## src/rtl/fifo_pop_arbiter_pkg.sv

```systemverilog
`default_nettype none
// ============================================================================
// Module      : fifo_pop_arbiter_pkg
// Description : Shared constants, FSM state encoding and next-state helper
//               for the FIFO bank read-side arbiter.
// Revision    : 1.0 - initial release
// ============================================================================
package fifo_pop_arbiter_pkg;

  // Bank size is fixed at four FIFOs, addressed by a 2-bit index.
  localparam int NUM_FIFOS = 4;
  localparam int IDX_WIDTH = 2;

  typedef enum logic [1:0] {
    ST_INIT   = 2'd0,
    ST_IDLE   = 2'd1,
    ST_ACTIVE = 2'd2,
    ST_PAUSED = 2'd3
  } state_t;

  // Next FSM state from the current state, whether any FIFO holds data,
  // and the downstream pause input sampled in the same cycle.
  function automatic state_t next_state(state_t cur, logic any_req, logic pause);
    state_t nxt;
    nxt = cur;
    case (cur)
      ST_INIT:   nxt = ST_IDLE;
      ST_IDLE:   if (pause) nxt = ST_PAUSED;
                 else if (any_req) nxt = ST_ACTIVE;
      ST_ACTIVE: if (pause) nxt = ST_PAUSED;
                 else if (!any_req) nxt = ST_IDLE;
      ST_PAUSED: if (!pause) nxt = ST_IDLE;
      default:   nxt = ST_INIT;
    endcase
    return nxt;
  endfunction

endpackage
`default_nettype wire

```

## src/rtl/fifo_pop_arbiter_if.sv

```systemverilog
`default_nettype none
// ============================================================================
// Module      : fifo_pop_arbiter_if
// Description : Bundle of the FIFO-bank flags/data, pop strobes, downstream
//               pause and forwarded-word outputs of the pop arbiter.
//               master = arbiter side, slave = FIFO bank / downstream side.
// Revision    : 1.0 - initial release
// ============================================================================
interface fifo_pop_arbiter_if #(
  parameter int DATA_WIDTH = 4,
  parameter int CNT_WIDTH  = 16
);
  import fifo_pop_arbiter_pkg::*;

  logic [NUM_FIFOS-1:0]            fifo_empty;
  logic [NUM_FIFOS-1:0]            fifo_almost_full;
  logic [NUM_FIFOS*DATA_WIDTH-1:0] fifo_data;
  logic [NUM_FIFOS-1:0]            fifo_rd_en;
  logic                            down_pause;
  logic [DATA_WIDTH-1:0]           data_out;
  logic [IDX_WIDTH-1:0]            dest_out;
  logic                            valid_out;
  logic [CNT_WIDTH-1:0]            word_count;
  logic [1:0]                      state_out;

  modport master (
    input  fifo_empty, fifo_almost_full, fifo_data, down_pause,
    output fifo_rd_en, data_out, dest_out, valid_out, word_count, state_out
  );

  modport slave (
    output fifo_empty, fifo_almost_full, fifo_data, down_pause,
    input  fifo_rd_en, data_out, dest_out, valid_out, word_count, state_out
  );

endinterface
`default_nettype wire

```

## src/rtl/fifo_pop_arbiter_rr_arbiter4.sv

```systemverilog
`default_nettype none
// ============================================================================
// Module      : fifo_pop_arbiter_rr_arbiter4
// Description : Combinational 4-way round-robin arbiter. The search starts at
//               ptr and wraps; returns a one-hot grant, its index and whether
//               any request was present.
// Revision    : 1.0 - initial release
// ============================================================================
module fifo_pop_arbiter_rr_arbiter4
  import fifo_pop_arbiter_pkg::*;
(
  input  logic [NUM_FIFOS-1:0] req,
  input  logic [IDX_WIDTH-1:0] ptr,
  output logic [NUM_FIFOS-1:0] grant,
  output logic [IDX_WIDTH-1:0] idx,
  output logic                 any
);

  // Scan ptr, ptr+1, ... (2-bit wrap) and take the first requester.
  always_comb begin
    logic [IDX_WIDTH-1:0] w_cand;
    grant  = '0;
    idx    = '0;
    any    = 1'b0;
    w_cand = '0;
    for (int k = 0; k < NUM_FIFOS; k++) begin
      w_cand = ptr + IDX_WIDTH'(k);
      if (!any && req[w_cand]) begin
        any           = 1'b1;
        idx           = w_cand;
        grant[w_cand] = 1'b1;
      end
    end
  end

endmodule
`default_nettype wire

```

## src/rtl/fifo_pop_arbiter.sv

```systemverilog
`default_nettype none
// ============================================================================
// Module      : fifo_pop_arbiter
// Description : Read-side controller for a bank of four fifo8 instances.
//               Pops at most one FIFO per cycle (round-robin, almost_full
//               FIFOs first), captures the popped word one cycle later and
//               forwards it tagged with its source index.
// Revision    : 1.0 - initial release
// ============================================================================
module fifo_pop_arbiter
  import fifo_pop_arbiter_pkg::*;
#(
  parameter int DATA_WIDTH = 4,
  parameter int NUM_PORTS  = 4,   // fixed at 4 in this revision
  parameter int CNT_WIDTH  = 16
)(
  input  logic               clk,
  input  logic               rst,
  fifo_pop_arbiter_if.master bus
);

  state_t                 r_state;
  logic [IDX_WIDTH-1:0]   r_rr_ptr;
  logic                   r_pending;
  logic [IDX_WIDTH-1:0]   r_pend_idx;
  logic [DATA_WIDTH-1:0]  r_data_out;
  logic [IDX_WIDTH-1:0]   r_dest_out;
  logic                   r_valid_out;
  logic [CNT_WIDTH-1:0]   r_word_count;

  logic [NUM_PORTS-1:0]   w_req;
  logic [NUM_PORTS-1:0]   w_hi;
  logic [NUM_PORTS-1:0]   w_hi_grant;
  logic [NUM_PORTS-1:0]   w_lo_grant;
  logic [IDX_WIDTH-1:0]   w_hi_idx;
  logic [IDX_WIDTH-1:0]   w_lo_idx;
  logic                   w_hi_any;
  logic                   w_lo_any;
  logic [NUM_PORTS-1:0]   w_sel_grant;
  logic [IDX_WIDTH-1:0]   w_sel_idx;
  logic                   w_grant_ok;
  logic [DATA_WIDTH-1:0]  w_words [NUM_PORTS];

  // Split the flat buf_out bus into per-FIFO words.
  generate
    for (genvar i = 0; i < NUM_PORTS; i++) begin : g_unpack
      assign w_words[i] = bus.fifo_data[i*DATA_WIDTH +: DATA_WIDTH];
    end
  endgenerate

  assign w_req = ~bus.fifo_empty;
  assign w_hi  = w_req & bus.fifo_almost_full;

  // Urgent class: non-empty FIFOs that are also near full.
  fifo_pop_arbiter_rr_arbiter4 u_arb_hi (
    .req   (w_hi),
    .ptr   (r_rr_ptr),
    .grant (w_hi_grant),
    .idx   (w_hi_idx),
    .any   (w_hi_any)
  );

  // Normal class: every non-empty FIFO.
  fifo_pop_arbiter_rr_arbiter4 u_arb_lo (
    .req   (w_req),
    .ptr   (r_rr_ptr),
    .grant (w_lo_grant),
    .idx   (w_lo_idx),
    .any   (w_lo_any)
  );

  // Urgent class wins whenever it has a candidate.
  always_comb begin
    w_sel_grant = w_lo_grant;
    w_sel_idx   = w_lo_idx;
    if (w_hi_any) begin
      w_sel_grant = w_hi_grant;
      w_sel_idx   = w_hi_idx;
    end
  end

  // Pause and reset gate the pop immediately; INIT/PAUSED never pop.
  assign w_grant_ok = !rst && !bus.down_pause && w_lo_any &&
                      ((r_state == ST_IDLE) || (r_state == ST_ACTIVE));

  assign bus.fifo_rd_en = w_grant_ok ? w_sel_grant : '0;

  // FSM plus grant bookkeeping: pointer advances past the winner, and the
  // popped index is remembered for capture on the following cycle.
  always_ff @(posedge clk or posedge rst) begin
    if (rst) begin
      r_state    <= ST_INIT;
      r_rr_ptr   <= '0;
      r_pending  <= 1'b0;
      r_pend_idx <= '0;
    end else begin
      r_state <= next_state(r_state, w_lo_any, bus.down_pause);
      if (w_grant_ok) begin
        r_rr_ptr   <= w_sel_idx + IDX_WIDTH'(1);
        r_pending  <= 1'b1;
        r_pend_idx <= w_sel_idx;
      end else begin
        r_pending  <= 1'b0;
      end
    end
  end

  // Capture the word fifo8 presented after the pop edge and forward it.
  always_ff @(posedge clk or posedge rst) begin
    if (rst) begin
      r_data_out   <= '0;
      r_dest_out   <= '0;
      r_valid_out  <= 1'b0;
      r_word_count <= '0;
    end else if (r_pending) begin
      r_data_out   <= w_words[r_pend_idx];
      r_dest_out   <= r_pend_idx;
      r_valid_out  <= 1'b1;
      r_word_count <= r_word_count + CNT_WIDTH'(1);
    end else begin
      r_valid_out  <= 1'b0;
    end
  end

  assign bus.data_out   = r_data_out;
  assign bus.dest_out   = r_dest_out;
  assign bus.valid_out  = r_valid_out;
  assign bus.word_count = r_word_count;
  assign bus.state_out  = r_state;

endmodule
`default_nettype wire

```

## src/flat_wrapper.sv

```systemverilog
// flat-port wrapper written by rule: the top's interface ports become plain ports
module fifo_pop_arbiter_flat import fifo_pop_arbiter_pkg::*;
#(
  parameter int DATA_WIDTH = 4,
  parameter int NUM_PORTS  = 4,                                 
  parameter int CNT_WIDTH  = 16
)
  (clk, rst, bus_fifo_empty, bus_fifo_almost_full, bus_fifo_data, bus_down_pause, bus_fifo_rd_en, bus_data_out, bus_dest_out, bus_valid_out, bus_word_count, bus_state_out);
  fifo_pop_arbiter_if #(.DATA_WIDTH(DATA_WIDTH), .CNT_WIDTH(CNT_WIDTH)) bus_i ();
  input  logic clk;
  input  logic rst;
  input wire logic [$bits(bus_i.fifo_empty)-1:0] bus_fifo_empty;
  input wire logic [$bits(bus_i.fifo_almost_full)-1:0] bus_fifo_almost_full;
  input wire logic [$bits(bus_i.fifo_data)-1:0] bus_fifo_data;
  input wire logic [$bits(bus_i.down_pause)-1:0] bus_down_pause;
  output wire logic [$bits(bus_i.fifo_rd_en)-1:0] bus_fifo_rd_en;
  output wire logic [$bits(bus_i.data_out)-1:0] bus_data_out;
  output wire logic [$bits(bus_i.dest_out)-1:0] bus_dest_out;
  output wire logic [$bits(bus_i.valid_out)-1:0] bus_valid_out;
  output wire logic [$bits(bus_i.word_count)-1:0] bus_word_count;
  output wire logic [$bits(bus_i.state_out)-1:0] bus_state_out;
  assign bus_i.fifo_empty = bus_fifo_empty;
  assign bus_i.fifo_almost_full = bus_fifo_almost_full;
  assign bus_i.fifo_data = bus_fifo_data;
  assign bus_i.down_pause = bus_down_pause;
  assign bus_fifo_rd_en = bus_i.fifo_rd_en;
  assign bus_data_out = bus_i.data_out;
  assign bus_dest_out = bus_i.dest_out;
  assign bus_valid_out = bus_i.valid_out;
  assign bus_word_count = bus_i.word_count;
  assign bus_state_out = bus_i.state_out;
  fifo_pop_arbiter #(.DATA_WIDTH(DATA_WIDTH), .NUM_PORTS(NUM_PORTS), .CNT_WIDTH(CNT_WIDTH)) u_core (.clk(clk), .rst(rst), .bus(bus_i));
endmodule
```

## config.mk

```make
export PLATFORM = sky130hd
export DESIGN_NAME = fifo_pop_arbiter_flat
export DESIGN_NICKNAME = d
export VERILOG_FILES = /design/src/rtl/fifo_pop_arbiter_pkg.sv /design/src/rtl/fifo_pop_arbiter_if.sv /design/src/rtl/fifo_pop_arbiter_rr_arbiter4.sv /design/src/rtl/fifo_pop_arbiter.sv /design/src/flat_wrapper.sv
export SDC_FILE = /design/constraint.sdc
export NUM_CORES = 1
export LEC_CHECK = 0
export BUFFER_PORTS_ARGS = -buffer_cell sky130_fd_sc_hd__buf_4
export CORE_MARGIN = 4
export CORE_UTILIZATION = 25
export DETAILED_ROUTE_END_ITERATION = 10
export PLACE_DENSITY = 0.48
export RECOVER_POWER = 25
export SYNTH_ARGS = -nofsm -noshare
export SYNTH_HDL_FRONTEND = slang
export SYNTH_SLANG_ARGS = --single-unit
export TNS_END_PERCENT = 10
```

## constraint.sdc

```tcl
create_clock -name clk -period 3.7 [get_ports clk]
set_input_delay 0.555 -clock clk [delete_from_list [all_inputs] [get_ports clk]]
set_output_delay 0.555 -clock clk [all_outputs]
set_load 0.03 [all_outputs]
```

After elaboration in Yosys (flattened, before gate mapping)
Cells that the tools add are included.
{"block": "word_totals", "latch_bits": 0, "mem_count": 0, "mem_bits_ro": 0, "reg_bits": 30, "output_inout_bits": 29, "ram_bits": 0}
{"block": "classes", "shifts": 0, "mul": 0, "bitwise_logic": 9, "addsub": 5, "n_reduce_logical": 24, "div": 0, "muxes": 62, "order_cmp": 9, "n_eq_ne": 6}
{"cell": "$mux W4", "count": 12}
{"cell": "$mux W2", "count": 14}
{"cell": "$or A4 B4 Y4", "count": 6}
{"cell": "$mux W1", "count": 22}
{"cell": "$add A16 B1 Y16 const B", "count": 1}
{"cell": "$bmux W1 S2", "count": 8}
{"cell": "$logic_and A1 B1 Y1", "count": 13}
{"cell": "$lt A2 B3 Y1 const B", "count": 4}
{"cell": "$bmux W4 S2", "count": 1}
{"cell": "$demux W1 S2", "count": 4}
{"cell": "$ge A2 B1 Y1 const B", "count": 4}
{"cell": "$logic_not A1 Y1", "count": 8}
{"cell": "$pmux W2 S4", "count": 1}
{"cell": "$add A2 B1 Y2 const B", "count": 2}
{"cell": "$add A2 B2 Y2 const B", "count": 2}
{"cell": "$and A4 B4 Y4", "count": 1}
{"cell": "$eq A2 B2 Y1 const B", "count": 2}
{"cell": "$not A4 Y4", "count": 1}
{"cell": "$ge A3 B3 Y1 const B", "count": 1}
{"cell": "$ne A3 B2 Y1 const B", "count": 1}
{"cell": "$ne A3 B3 Y1 const B", "count": 1}
{"cell": "$not A2 Y3", "count": 1}
{"cell": "$reduce_and A3 Y1", "count": 1}
{"cell": "$eq A2 B1 Y1 const B", "count": 1}
{"cell": "other kinds (3)", "count": 3}

Depth between registers and ports, before layout
Gate-level depths: netlist of run 1.
{"block": "logic_depth", "word_depth": 16, "mapped_depth": 11, "depth_no_buf": 8}

Hierarchy
Synthesis of run 1 repeated with hierarchy kept, for this count alone.
{"block": "unflattened", "hier_cells": 222, "area_unflattened_um2": 2441.1}
{"module": "fifo_pop_arbiter", "seq_area_each_um2": 750.7, "area_each_um2": 1596.5, "instances": 1, "cells_each": 132}
{"module": "fifo_pop_arbiter_rr_arbiter4 at u_core.u_arb_lo", "seq_area_each_um2": 0.0, "area_each_um2": 422.9, "instances": 1, "cells_each": 45}
{"module": "fifo_pop_arbiter_rr_arbiter4 at u_core.u_arb_hi", "seq_area_each_um2": 0.0, "area_each_um2": 421.7, "instances": 1, "cells_each": 45}

Least setup slack after synthesis of run 1
OpenSTA, ideal clock, no wires.
{"block": "synth_timing", "path_kind": "register -> output", "start": "register u_core.r_rr_ptr[1]", "end": "output bus_fifo_rd_en[0]", "path_slack_ps": 232, "path_buffers": 3, "stages_incl_launch_ff": 11, "t_arrival_ps": 2913, "cell_sequence": "dfrtp_1 buf_2 buf_2 inv_1 ha_1 buf_2 mux4_2 mux2i_1 nor2_1 a21oi_1 a211oi_1"}
{"block": "synth_between", "elab_chain_len": 15, "elab_cells_between_ends": 77, "classes_between": "3 x add/sub; 8 x order compare; 42 x mux; 6 x bitwise; 18 x reduce/logical"}
{"element": "start, declared", "line_no": "fifo_pop_arbiter.sv:23", "text": "logic [IDX_WIDTH-1:0] r_rr_ptr;"}
{"element": "start signal, assigned", "line_no": "fifo_pop_arbiter.sv:99", "text": "r_rr_ptr <= w_sel_idx + IDX_WIDTH'(1);"}
{"element": "parallel branches: the longest is 14 deep, another holds $lt A2 B3 Y1"}
{"element": "$mux W4 (*)", "line_no": "fifo_pop_arbiter.sv:86", "text": "assign bus.fifo_rd_en = w_grant_ok ? w_sel_grant : '0;"}
{"element": "end, declared", "line_no": "flat_wrapper.sv:16", "text": "output wire logic [$bits(bus_i.fifo_rd_en)-1:0] bus_fifo_rd_en;"}
Every way passes the cells marked *. The select of a mux whose other input is x is not followed.

Worst setup path in the final report of run 1
{"block": "layout_timing", "start": "register u_core.r_rr_ptr[1]", "end": "output bus_fifo_rd_en[1]"}
The elaborated chain is that of the path after synthesis.

==> metrics.txt, run 1 <==
# TYPE chip_impl_metric gauge
chip_impl_metric{name="die_width",unit="um"} 104
chip_impl_metric{name="number_of_antenna_violations_at_the_first_check_in_global_routing",unit=""} 0
chip_impl_metric{name="row_count",unit=""} 34
chip_impl_metric{name="post_cts_hold_buffer_count",unit=""} 0
chip_impl_metric{name="remaining_overflow_grt",unit=""} 0
chip_impl_metric{name="post_drt_via_cell_ratio",unit=""} 5.14
chip_impl_metric{name="drc",unit=""} 0
chip_impl_metric{name="multi_input_area",unit="mm^2"} 0.00148
chip_impl_metric{name="switching_share",unit="%"} 44.7
chip_impl_metric{name="synth-seq-cells",unit=""} 30
chip_impl_metric{name="cap_violations",unit=""} 0
chip_impl_metric{name="avgSynthCellArea",unit="um^2"} 9.56
chip_impl_metric{name="final_hold_viol_count",unit=""} 0
chip_impl_metric{name="comb_power_share",unit="%"} 59.4
chip_impl_info{name="run_status",value="completed"} 1
chip_impl_metric{name="crit_share_post_route",unit="%"} 89.8
chip_impl_metric{name="period_minus_slack",unit="ns"} 3.32
chip_impl_metric{name="setup-violations-final",unit=""} 0
chip_impl_info{name="final_common_cell",value="buf_4"} 1
chip_impl_metric{name="io_buffer_count",unit=""} 55
chip_impl_metric{name="drtPass1Iterations",unit=""} 4
chip_impl_metric{name="die_ar",unit="mm^2"} 0.0109
chip_impl_metric{name="worstPathRequired",unit="ns"} 3.14
chip_impl_metric{name="cp.arrival",unit="ns"} 2.77
chip_impl_metric{name="numClockSinks",unit=""} 30
chip_impl_metric{name="power.share.sequential",unit="%"} 25.8
chip_impl_info{name="rsz0062_at_grt",value="no"} 1
chip_impl_metric{name="antenna_cells_inserted",unit=""} 0
chip_impl_info{name="critical_path.reg2reg.startpoint",value="u_core.r_rr_ptr[1]$_DFFE_PP0P_"} 1
chip_impl_metric{name="finalWirelength",unit="mm"} 5.93
chip_impl_info{name="cts_tree",value="done"} 1
chip_impl_metric{name="detailedPlacementHpwl",unit="mm"} 4.47
chip_impl_metric{name="final_antenna_violating_net_count",unit=""} 0
chip_impl_metric{name="synth_enable_flop_cells",unit=""} 0
chip_impl_metric{name="cts.repair_timing.setup_buffer_count",unit=""} 0
chip_impl_metric{name="p_leak",unit="nW"} 1.32
chip_impl_metric{name="power.share.clock",unit="%"} 14.8
chip_impl_metric{name="fin_tns_setup",unit="ns"} 0
chip_impl_metric{name="ctsResizeCount",unit=""} 0
chip_impl_metric{name="cts_buffer_depth",unit=""} 2
chip_impl_metric{name="h-tree-depth",unit=""} 2
chip_impl_metric{name="grt_first_pass_wirelength",unit="mm"} 10.3
chip_impl_metric{name="area.growth.synth_to_final",unit="%"} 27.3
chip_impl_metric{name="power.density",unit="mW/mm^2"} 706
chip_impl_info{name="critical_path.reg2reg.endpoint",value="u_core.r_rr_ptr[1]$_DFFE_PP0P_"} 1
chip_impl_info{name="timing_worst_setup_path_type",value="reg2out"} 1
chip_impl_metric{name="initial_core_util",unit="%"} 26.1
chip_impl_metric{name="seq_area_frac_synth",unit="%"} 32.4
chip_impl_metric{name="routabilityCongestion",unit=""} 0.835
chip_impl_metric{name="grt_max_degree",unit=""} 28
chip_impl_metric{name="detail_route.wl_per_cell",unit="um"} 14.6
chip_impl_metric{name="drv_slew",unit=""} 0
chip_impl_metric{name="layout-drive-gt1-share",unit="%"} 30.3
chip_impl_metric{name="setup.reg_to_reg.worst_slack",unit="ns"} 1.10
chip_impl_metric{name="fmaxAchievable",unit="GHz"} 0.301
chip_impl_metric{name="p_sw",unit="mW"} 0.930
chip_impl_metric{name="ir_worst_vdd",unit="V"} 0.000208
chip_impl_metric{name="rr_worst_depth",unit=""} 8
chip_impl_metric{name="pin_count",unit=""} 56
chip_impl_metric{name="synth_fp_nets",unit=""} 281
chip_impl_info{name="cts_root_buffer_type",value="clkbuf_8"} 1
chip_impl_metric{name="crit_path_max_fanout",unit=""} 9
chip_impl_metric{name="nets",unit=""} 335
chip_impl_metric{name="number_of_vias_after_detailed_routing",unit=""} 2082
chip_impl_metric{name="fp.coreArea",unit="mm^2"} 0.00885
chip_impl_metric{name="synth_warnings",unit=""} 0
chip_impl_info{name="worst_setup_path_end_kind",value="output pin"} 1
chip_impl_metric{name="filler_cell_count",unit=""} 921
chip_impl_metric{name="synth-async-reset-ratio",unit="%"} 100
chip_impl_metric{name="number_of_global_route_vias_before_repair",unit=""} 2102
chip_impl_metric{name="initialDrtViolationCount",unit=""} 65
chip_impl_metric{name="number_of_different_library_cells_in_the_post_synthesis_netlist",unit=""} 50
chip_impl_metric{name="max_slew_margin",unit="%"} 50.6
chip_impl_metric{name="fin_total_pwr",unit="mW"} 2.08
chip_impl_info{name="crit_path_start_kind",value="flip-flop"} 1
chip_impl_metric{name="worst_tran_pin_value",unit="ns"} 0.740
chip_impl_metric{name="intPower",unit="mW"} 1.15
chip_impl_info{name="yosys_most_used_dff",value="dfrtp_1"} 1
chip_impl_metric{name="synthCells",unit=""} 242
chip_impl_info{name="final_cell_mix",value="59 x buf_4, 30 x dfrtp_1, 20 x nand2_1, 15 x nor2_1, 13 x a21oi_1"} 1
chip_impl_metric{name="cts.reportedPaths.clkPinSlew",unit="ns"} 0.06
chip_impl_metric{name="cts-buffers-inserted",unit=""} 5
chip_impl_metric{name="ff_latch_area",unit="um^2"} 751
chip_impl_metric{name="die_height",unit="um"} 104
chip_impl_metric{name="worst_skew_pair.late_latency",unit="ns"} 0.28
chip_impl_metric{name="fin_worst_skew",unit="ns"} 0.00356
chip_impl_metric{name="gr-usage-all-layers",unit="%"} 11.4
chip_impl_info{name="timing.hold.worst.class",value="in2async"} 1
chip_impl_metric{name="synth_area",unit="mm^2"} 0.00231
==> worst max-delay path, cell delays in order (launching register included) <==
cell and delay (ns):
dfrtp_1 0.36, inv_1 0.11, ha_1 0.49, mux4_2 0.39
nor3_1 0.47, a221oi_1 0.17, a211oi_1 0.28, buf_4 0.21
==> final cells by class <==
class                      count  share of cell area, %
sequential                    30                   25.5
timing repair buffer          60                   15.2
inverter                       6                  0.765
multi-input combinational    193                   50.2
clock buffer                   8                   3.74
tap                          108                   4.59
==> kinds of logic (layout without fill, tap and decap cells) <==
family	Yosys count	count (layout)	share of synthesized area (%)
AND/OR/NAND/NOR	92	92	21.5
AO/OA/AOI/OAI	49	49	15.2
flip-flops	30	30	32.4
multiplexers	24	24	14.7
buffers and inverters	19	74	3.62
XOR/XNOR	16	16	6.06
adder cells (fa/ha/maj)	12	12	6.49
==> per-layer routing <==
layer / routed length (um) / track usage (%)
met2: 2650 / 17.8
met4: 180 / 5.32
met3: 379 / 2.73
met5: 0 / 0
met1: 2720 / 14.8
==> how the worst max path moves through the flow <==
stage | from | to | slack, ns | cells after the start
2_1_floorplan | u_core.r_rr_ptr[1]$_DFFE_PP0P_ | bus_fifo_rd_en[0] | 0.23 | 10
3_3_place_gp | bus_fifo_empty[3] | bus_fifo_rd_en[1] | 0.69 | 7
3_5_place_dp | bus_fifo_empty[3] | bus_fifo_rd_en[1] | 0.65 | 7
4_1_cts | u_core.r_rr_ptr[1]$_DFFE_PP0P_ | bus_fifo_rd_en[1] | 0.39 | 7
5_1_grt | u_core.r_rr_ptr[1]$_DFFE_PP0P_ | bus_fifo_rd_en[0] | 0.20 | 7
6_report | u_core.r_rr_ptr[1]$_DFFE_PP0P_ | bus_fifo_rd_en[1] | 0.38 | 7
==> Yosys cell counts, types with 2 or more instances <==
master,instances,area [um^2]
a211oi_1,5,37.5
nor3b_1,4,30.0
and3_1,2,12.5
a21o_1,2,15.0
nand4_1,6,37.5
o2111ai_1,2,17.5
clkbuf_1,5,18.8
a221oi_1,5,43.8
a2111oi_0,2,17.5
ha_1,12,150
buf_2,4,20.0
xor2_1,6,52.6
nor2_1,15,56.3
a21boi_0,2,15.0
inv_1,5,18.8
nand3_1,8,40.0
o31ai_1,2,15.0
buf_4,2,15.0
xnor2_1,10,87.6
nor2b_1,9,56.3
dfrtp_1,30,751
a221o_1,4,40.0
mux2i_1,7,70.1
nor3_1,10,50.1
nand2b_1,5,31.3
o21ai_0,5,25.0
nor4_1,2,12.5
or2_2,3,18.8
a21oi_1,13,65.1
buf_1,2,7.51
nand2_1,20,75.1
mux2_2,9,101
mux4_2,7,158
==> metrics by stage <==
stage | cells | util [%] | hold WS [ns] | instance area (um^2) | setup slack, ns
4_1_cts | 405 | 33.3 | 0.439 | 2950 | 0.387
3_3_place_gp | 397 | 32.1 | 0.481 | 2840 | 0.694
5_1_grt | 405 | 33.3 | 0.467 | 2940 | 0.201
6_report | 405 | 33.3 | 0.393 | 2940 | 0.376
3_5_place_dp | 397 | 32.1 | 0.488 | 2840 | 0.653
2_1_floorplan | 242 | - | 0.400 | 2310 | 0.232
==> sequential cells by signal (all words and copies together) (netlist names) <==
register               flops
u_core.bus.data_out        4
u_core.bus.dest_out        2
u_core.bus.state_out       2
u_core.bus.valid_out       1
u_core.bus.word_count     16
u_core.r_pend_idx          2
u_core.r_pending           1
u_core.r_rr_ptr            2
==> power by group through the flow <==
stage	Clock [mW]	Combinational (mW)	Sequential (mW)
6_report	0.307	1.23	0.537
5_1_grt	0.334	1.35	0.562
4_1_cts	0.320	1.24	0.541
3_5_place_dp	0	1.23	0.547
3_3_place_gp	0	1.24	0.545
2_1_floorplan	0	0.781	0.651
Note: power is estimated with default switching activity, not from simulation.
==> run 2: changes to the inputs <==
PLACE_DENSITY = 0.43   (was 0.48)
==> run 2 against run 1 <==
Die area did not move. Count of clock-buffer cells in the layout fell by 1. Via count fell by 1.8%. Critical endpoint unchanged. Largest cell class unchanged.
==> metrics.txt, run 2 (same netlist as run 1, synthesis figures left out) <==
# TYPE chip_impl_metric gauge
chip_impl_metric{name="setup-violations-final",unit=""} 0
chip_impl_metric{name="final_hold_viol_count",unit=""} 0
chip_impl_metric{name="fp.coreArea",unit="mm^2"} 0.00885
chip_impl_info{name="final_cell_mix",value="57 x buf_4, 30 x dfrtp_1, 20 x nand2_1, 15 x nor2_1, 13 x a21oi_1"} 1
chip_impl_info{name="cts_tree",value="done"} 1
chip_impl_metric{name="io_buffer_count",unit=""} 55
chip_impl_metric{name="p_leak",unit="nW"} 1.30
chip_impl_metric{name="slowest_delay",unit="ns"} 0.53
chip_impl_metric{name="detail_route.wl_per_cell",unit="um"} 14.7
chip_impl_metric{name="ctsResizeCount",unit=""} 0
chip_impl_metric{name="die_width",unit="um"} 104
chip_impl_metric{name="initialDrtViolationCount",unit=""} 122
chip_impl_metric{name="antenna_cells_inserted",unit=""} 0
chip_impl_metric{name="post_detailed_placement_cell_area",unit="mm^2"} 0.00283
chip_impl_metric{name="die_height",unit="um"} 104
chip_impl_metric{name="drc",unit=""} 0
chip_impl_metric{name="remaining_overflow_grt",unit=""} 0
chip_impl_metric{name="fin_tns_setup",unit="ns"} 0
chip_impl_metric{name="final_antenna_violating_net_count",unit=""} 0
chip_impl_metric{name="post_drt_via_cell_ratio",unit=""} 5.06
chip_impl_info{name="timing.hold.worst.class",value="in2async"} 1
chip_impl_metric{name="die_ar",unit="mm^2"} 0.0109
chip_impl_metric{name="grt_first_pass_wirelength",unit="mm"} 9.97
chip_impl_metric{name="finalWirelength",unit="mm"} 5.95
chip_impl_metric{name="drtPass1Iterations",unit=""} 4
chip_impl_metric{name="timing.critical_path.buf_inv",unit=""} 2
chip_impl_metric{name="number_of_global_route_vias_before_repair",unit=""} 2039
chip_impl_info{name="startpoint",value="u_core.r_rr_ptr[1]$_DFFE_PP0P_"} 1
chip_impl_info{name="critical_path.top_delay_family",value="adder cells"} 1
chip_impl_metric{name="worst_skew_pair.late_latency",unit="ns"} 0.28
chip_impl_info{name="cts_root_buffer_type",value="clkbuf_8"} 1
chip_impl_metric{name="cts_buffer_depth",unit=""} 2
chip_impl_metric{name="nets",unit=""} 334
chip_impl_metric{name="gr-usage-all-layers",unit="%"} 11.1
chip_impl_info{name="timing_worst_setup_path_type",value="reg2out"} 1
chip_impl_metric{name="numClockSinks",unit=""} 30
chip_impl_metric{name="fin_worst_skew",unit="ns"} 0.00504
chip_impl_metric{name="row_count",unit=""} 34
chip_impl_metric{name="number_of_antenna_violations_at_the_first_check_in_global_routing",unit=""} 0
chip_impl_metric{name="crit_path_max_fanout",unit=""} 10
chip_impl_metric{name="detailedPlacementHpwl",unit="mm"} 4.39
chip_impl_info{name="critical_path.reg2reg.startpoint",value="u_core.r_rr_ptr[0]$_DFFE_PP0P_"} 1
chip_impl_metric{name="number_of_vias_after_detailed_routing",unit=""} 2045
chip_impl_metric{name="layout-drive-gt1-share",unit="%"} 29.7
chip_impl_info{name="cp_slowest_cell",value="ha_1"} 1
chip_impl_metric{name="h-tree-depth",unit=""} 2
chip_impl_metric{name="worstPathRequired",unit="ns"} 3.14
chip_impl_metric{name="largest_register_ff_count",unit=""} 16
chip_impl_metric{name="cap_violations",unit=""} 0
chip_impl_info{name="crit_path_start_kind",value="flip-flop"} 1
chip_impl_metric{name="initial_core_util",unit="%"} 26.1
chip_impl_metric{name="fmaxAchievable",unit="GHz"} 0.298
chip_impl_metric{name="cts.reportedPaths.clkPinSlew",unit="ns"} 0.06
chip_impl_metric{name="cts.repair_timing.setup_buffer_count",unit=""} 0
chip_impl_metric{name="crit_share_post_route",unit="%"} 90.6
chip_impl_info{name="rsz0062_at_grt",value="no"} 1
chip_impl_info{name="final_common_cell",value="buf_4"} 1
chip_impl_metric{name="grt_max_degree",unit=""} 28
chip_impl_metric{name="period_minus_slack",unit="ns"} 3.35
chip_impl_metric{name="max_slew_margin",unit="%"} 5.26
chip_impl_metric{name="area.growth.synth_to_final",unit="%"} 26.1
chip_impl_metric{name="drv_slew",unit=""} 0
chip_impl_metric{name="setup.reg_to_reg.worst_slack",unit="ns"} 1.07
chip_impl_metric{name="ir_worst_vdd",unit="V"} 0.000220
chip_impl_info{name="cp_cell_sequence",value="inv_1 -> ha_1 -> mux4_2 -> nor3_1 -> a221oi_1 -> a211oi_1 -> buf_4"} 1
chip_impl_metric{name="pin_count",unit=""} 56
chip_impl_metric{name="cts-buffers-inserted",unit=""} 5
chip_impl_metric{name="routabilityCongestion",unit=""} 0.807
chip_impl_metric{name="layout.cell_area.non_filler",unit="mm^2"} 0.00292
chip_impl_metric{name="worst_tran_pin_value",unit="ns"} 1.42
chip_impl_info{name="worst_setup_path_end_kind",value="output pin"} 1
chip_impl_metric{name="power.density",unit="mW/mm^2"} 699
chip_impl_metric{name="cp.arrival",unit="ns"} 2.80
chip_impl_metric{name="post_cts_hold_buffer_count",unit=""} 0
chip_impl_info{name="run_status",value="completed"} 1
## run 2: metrics by stage
step                      utilization (%)  hold slack, ns  cells  setup WS [ns]  total power, mW
final                                33.0           0.185    404          0.347             2.04
after CTS                            33.0           0.177    404          0.343             2.06
after floorplan                         -           0.400    242          0.232             1.43
after global placement               32.0           0.465    396          0.704             1.79
after global routing                 33.0           0.193    404          0.163             2.19
after detailed placement             32.0           0.466    396          0.653             1.78
## run 2: worst register-to-register path, stage by stage (launching register included)
cell and delay, ns:
dfrtp_1 0.39, inv_2 0.19, ha_1 0.40, buf_4 0.23
or3_1 0.36, a2111oi_0 0.52, a2111oi_2 0.14, xor2_1 0.18
o21ai_1 0.14
## run 2: area by class of cell
type / count / area, um^2
fill: 897 / 5930
multi-input combinational: 193 / 1480
sequential: 30 / 751
timing repair buffer: 59 / 439
tap: 108 / 135
clock buffer: 7 / 86.3
inverter: 6 / 22.5
clock inverter: 1 / 5.00
## run 2: metal layers
layer	part of all wire [%]	global-route usage [%]	up-vias
met5	0	0	-
met4	1.8	3.89	0
met3	6.8	3.17	11
met2	43	17.3	86
met1	48	14.6	942
li1	-	-	1006
## run 2: worst paths after layout
check	end	depth (start not counted)
max	bus_fifo_rd_en[1]	7
min	u_core.bus.state_out[1]$_DFFE_PP0P_	2
max reg2reg	u_core.r_rr_ptr[1]$_DFFE_PP0P_	8
min reg2reg	u_core.bus.word_count[15]$_DFFE_PP0P_	1
max in group asynchronous	u_core.bus.word_count[14]$_DFFE_PP0P_	3
min in group clk	u_core.bus.word_count[15]$_DFFE_PP0P_	1
## run 2: power breakdown
| part | internal [mW] | leakage (nW) | switching, mW |
|---|---|---|---|
| sequential | 0.424 | 0.387 | 0.113 |
| clock | 0.150 | 0.0482 | 0.120 |
| combinational | 0.532 | 0.869 | 0.702 |
| total | 1.11 | 1.30 | 0.935 |
==> run 3: changes to the inputs <==
CORE_UTILIZATION = 41   (was 25)
PLACE_DENSITY = 0.64   (was 0.43)
==> run 3 against run 2 <==
Global-route usage is 5.1 points higher. First-iteration DRC count shrank 7.4%. Setup slack improved by 0.013 ns. Clock power hardly changed. Hold slack better by 0.30 ns. Sequential share of layout area up 0.37 points. Sequential power fell by 0.9%. Fmax up 0.39%. Cell count fell by 8.9%. Highest routed layer unchanged.
==> metrics.txt, run 3 (same netlist as run 1, synthesis figures left out) <==
# TYPE chip_impl_metric gauge
chip_impl_info{name="run_status",value="completed"} 1
chip_impl_metric{name="crit_share_post_route",unit="%"} 90.3
chip_impl_metric{name="grt_first_pass_wirelength",unit="mm"} 9.56
chip_impl_metric{name="drc",unit=""} 0
chip_impl_metric{name="antenna_cells_inserted",unit=""} 0
chip_impl_metric{name="pin_count",unit=""} 56
chip_impl_metric{name="setup-violations-final",unit=""} 0
chip_impl_info{name="critical_path.top_delay_family",value="adder cells"} 1
chip_impl_metric{name="fmaxAchievable",unit="GHz"} 0.299
chip_impl_metric{name="ff_latch_area",unit="um^2"} 751
chip_impl_metric{name="number_of_vias_after_detailed_routing",unit=""} 2073
chip_impl_metric{name="post_cts_hold_buffer_count",unit=""} 0
chip_impl_metric{name="fp.coreArea",unit="mm^2"} 0.00547
chip_impl_metric{name="numClockSinks",unit=""} 30
chip_impl_metric{name="drtPass1Iterations",unit=""} 4
chip_impl_metric{name="grt_max_degree",unit=""} 28
chip_impl_metric{name="setup.reg_to_reg.worst_slack",unit="ns"} 0.97
chip_impl_metric{name="slowest_delay",unit="ns"} 0.52
chip_impl_metric{name="die_width",unit="um"} 83.1
chip_impl_info{name="worst_hold_path.endpoint",value="u_core.bus.word_count[15]$_DFFE_PP0P_"} 1
chip_impl_info{name="timing_worst_setup_path_type",value="reg2out"} 1
chip_impl_info{name="critical_path.reg2reg.startpoint",value="u_core.r_rr_ptr[0]$_DFFE_PP0P_"} 1
chip_impl_metric{name="number_of_global_route_vias_before_repair",unit=""} 1932
chip_impl_info{name="cts_tree",value="done"} 1
chip_impl_metric{name="drv_slew",unit=""} 0
chip_impl_metric{name="fin_total_pwr",unit="mW"} 2.02
chip_impl_metric{name="area.growth.synth_to_final",unit="%"} 24.3
chip_impl_metric{name="post_drt_via_cell_ratio",unit=""} 5.63
chip_impl_metric{name="holdWs",unit="ns"} 0.487
chip_impl_metric{name="die_ar",unit="mm^2"} 0.00691
chip_impl_metric{name="cap_violations",unit=""} 0
chip_impl_metric{name="crit_path_max_fanout",unit=""} 13
chip_impl_info{name="cts_root_buffer_type",value="clkbuf_8"} 1
chip_impl_info{name="crit_path_start_kind",value="flip-flop"} 1
chip_impl_info{name="final_common_cell",value="buf_4"} 1
chip_impl_metric{name="gr_met3_demand_resource",unit="%"} 4.07
chip_impl_metric{name="cts.repair_timing.setup_buffer_count",unit=""} 0
chip_impl_metric{name="number_of_antenna_violations_at_the_first_check_in_global_routing",unit=""} 0
chip_impl_metric{name="initialDrtViolationCount",unit=""} 113
chip_impl_info{name="worst_setup_path_end_kind",value="output pin"} 1
chip_impl_metric{name="power.density",unit="mW/mm^2"} 702
chip_impl_metric{name="io_buffer_count",unit=""} 55
chip_impl_metric{name="finalWirelength",unit="mm"} 5.38
chip_impl_metric{name="met2_usage",unit="%"} 25.2
chip_impl_metric{name="worstHoldPathCells",unit=""} 1
chip_impl_metric{name="cts.reportedPaths.clkPinSlew",unit="ns"} 0.07
chip_impl_info{name="cp_cell_sequence",value="inv_2 -> ha_1 -> mux4_2 -> nor3_1 -> a221oi_1 -> a211oi_1 -> buf_4"} 1
chip_impl_info{name="cp_slowest_cell",value="ha_1"} 1
chip_impl_metric{name="filler_cell_count",unit=""} 532
chip_impl_metric{name="groute.layer.met1.usage",unit="%"} 22.2
chip_impl_info{name="timing.hold.worst.class",value="reg2reg"} 1
chip_impl_metric{name="die_height",unit="um"} 83.1
chip_impl_info{name="grt_most_used_layer",value="met2"} 1
chip_impl_metric{name="layout-drive-gt1-share",unit="%"} 30.1
chip_impl_metric{name="worst_skew_pair.late_latency",unit="ns"} 0.28
chip_impl_metric{name="final_hold_viol_count",unit=""} 0
chip_impl_info{name="critical_path.reg2reg.endpoint",value="u_core.r_rr_ptr[0]$_DFFE_PP0P_"} 1
chip_impl_metric{name="initial_core_util",unit="%"} 42.3
chip_impl_metric{name="routabilityCongestion",unit=""} 0.804
chip_impl_metric{name="period_minus_slack",unit="ns"} 3.34
chip_impl_metric{name="worst_tran_pin_value",unit="ns"} 0.991
chip_impl_metric{name="ir_worst_vdd",unit="V"} 0.000275
chip_impl_metric{name="final_antenna_violating_net_count",unit=""} 0
chip_impl_metric{name="cts-buffers-inserted",unit=""} 5
chip_impl_metric{name="fin_tns_setup",unit="ns"} 0
chip_impl_metric{name="row_count",unit=""} 27
chip_impl_metric{name="preCtsSetupSlack",unit="ns"} 0.704
chip_impl_metric{name="fin_worst_skew",unit="ns"} 0.00760
chip_impl_info{name="rsz0062_at_grt",value="no"} 1
chip_impl_metric{name="max_slew_margin",unit="%"} 33.8
chip_impl_metric{name="gr-usage-all-layers",unit="%"} 16.1
chip_impl_info{name="min-delay-start",value="u_core.bus.word_count[15]$_DFFE_PP0P_"} 1
chip_impl_metric{name="ctsResizeCount",unit=""} 0
chip_impl_metric{name="rr_worst_depth",unit=""} 8
chip_impl_metric{name="multi_input_area",unit="mm^2"} 0.00148
chip_impl_metric{name="remaining_overflow_grt",unit=""} 0
chip_impl_metric{name="worstPathRequired",unit="ns"} 3.14
chip_impl_metric{name="nets",unit=""} 334
chip_impl_metric{name="detail_route.wl_per_cell",unit="um"} 14.6
chip_impl_metric{name="detailedPlacementHpwl",unit="mm"} 4.04
chip_impl_metric{name="cts_buffer_depth",unit=""} 2
chip_impl_metric{name="cp.arrival",unit="ns"} 2.79
chip_impl_metric{name="timing.critical_path.buf_inv",unit=""} 2
chip_impl_metric{name="setup_slack",unit="ns"} 0.360
chip_impl_info{name="final_cell_mix",value="57 x buf_4, 30 x dfrtp_1, 20 x nand2_1, 15 x nor2_1, 13 x a21oi_1"} 1
chip_impl_metric{name="p_leak",unit="nW"} 1.30
chip_impl_metric{name="largest_register_ff_count",unit=""} 16
chip_impl_metric{name="h-tree-depth",unit=""} 2
==> run 3: cell count changes in the layout (fill, tap and decap cells not counted), sizes merged <==
cell | before | now
clkbuf | 9 | 8
clkinvlp | 0 | 1
==> run 3: metal layers <==
metal / vias up / part of all wire [%]
met2: 74 / 46
met3: 5 / 7.4
met5: - / 0
met4: 0 / 0.99
li1: 1007 / -
met1: 987 / 46
==> run 3: how the worst max path moves through the flow <==
stage,from,to,cells after the start
2_1_floorplan,u_core.r_rr_ptr[1]$_DFFE_PP0P_,bus_fifo_rd_en[0],10
3_3_place_gp,bus_fifo_empty[3],bus_fifo_rd_en[0],7
3_5_place_dp,bus_fifo_empty[3],bus_fifo_rd_en[1],7
4_1_cts,u_core.r_rr_ptr[0]$_DFFE_PP0P_,bus_fifo_rd_en[0],7
5_1_grt,u_core.r_rr_ptr[0]$_DFFE_PP0P_,bus_fifo_rd_en[0],7
6_report,u_core.r_rr_ptr[0]$_DFFE_PP0P_,bus_fifo_rd_en[0],7
==> run 3: layout make-up <==
type	count	area share, %
well taps	72	3.13
inverters	6	0.783
multi-input cells	193	51.4
clock inverters	2	0.435
flip-flops and latches	30	26.1
repair buffers	59	15.3
clock buffers	6	2.87
==> run 3: stage by stage <==
stage / instance area (um^2) / util [%] / instances
after floorplan: 2310 / - / 242
after global placement: 2790 / 50.9 / 360
after detailed placement: 2790 / 50.9 / 360
after CTS: 2880 / 52.6 / 368
after global routing: 2880 / 52.6 / 368
final: 2880 / 52.6 / 368
==> run 3: power by group <==
group          internal (mW)  leakage (nW)  switching (mW)
Sequential             0.424         0.387           0.108
Clock                  0.149        0.0472           0.118
Combinational          0.532         0.869           0.689
==> run 3: worst register-to-register path: stages (launching register included) <==
cell	delay [ns]
dfrtp_1	0.38
inv_2	0.19
ha_1	0.40
buf_4	0.23
or3_1	0.37
a2111oi_0	0.62
a2111oi_2	0.15
nand2_1	0.13
a21boi_0	0.18
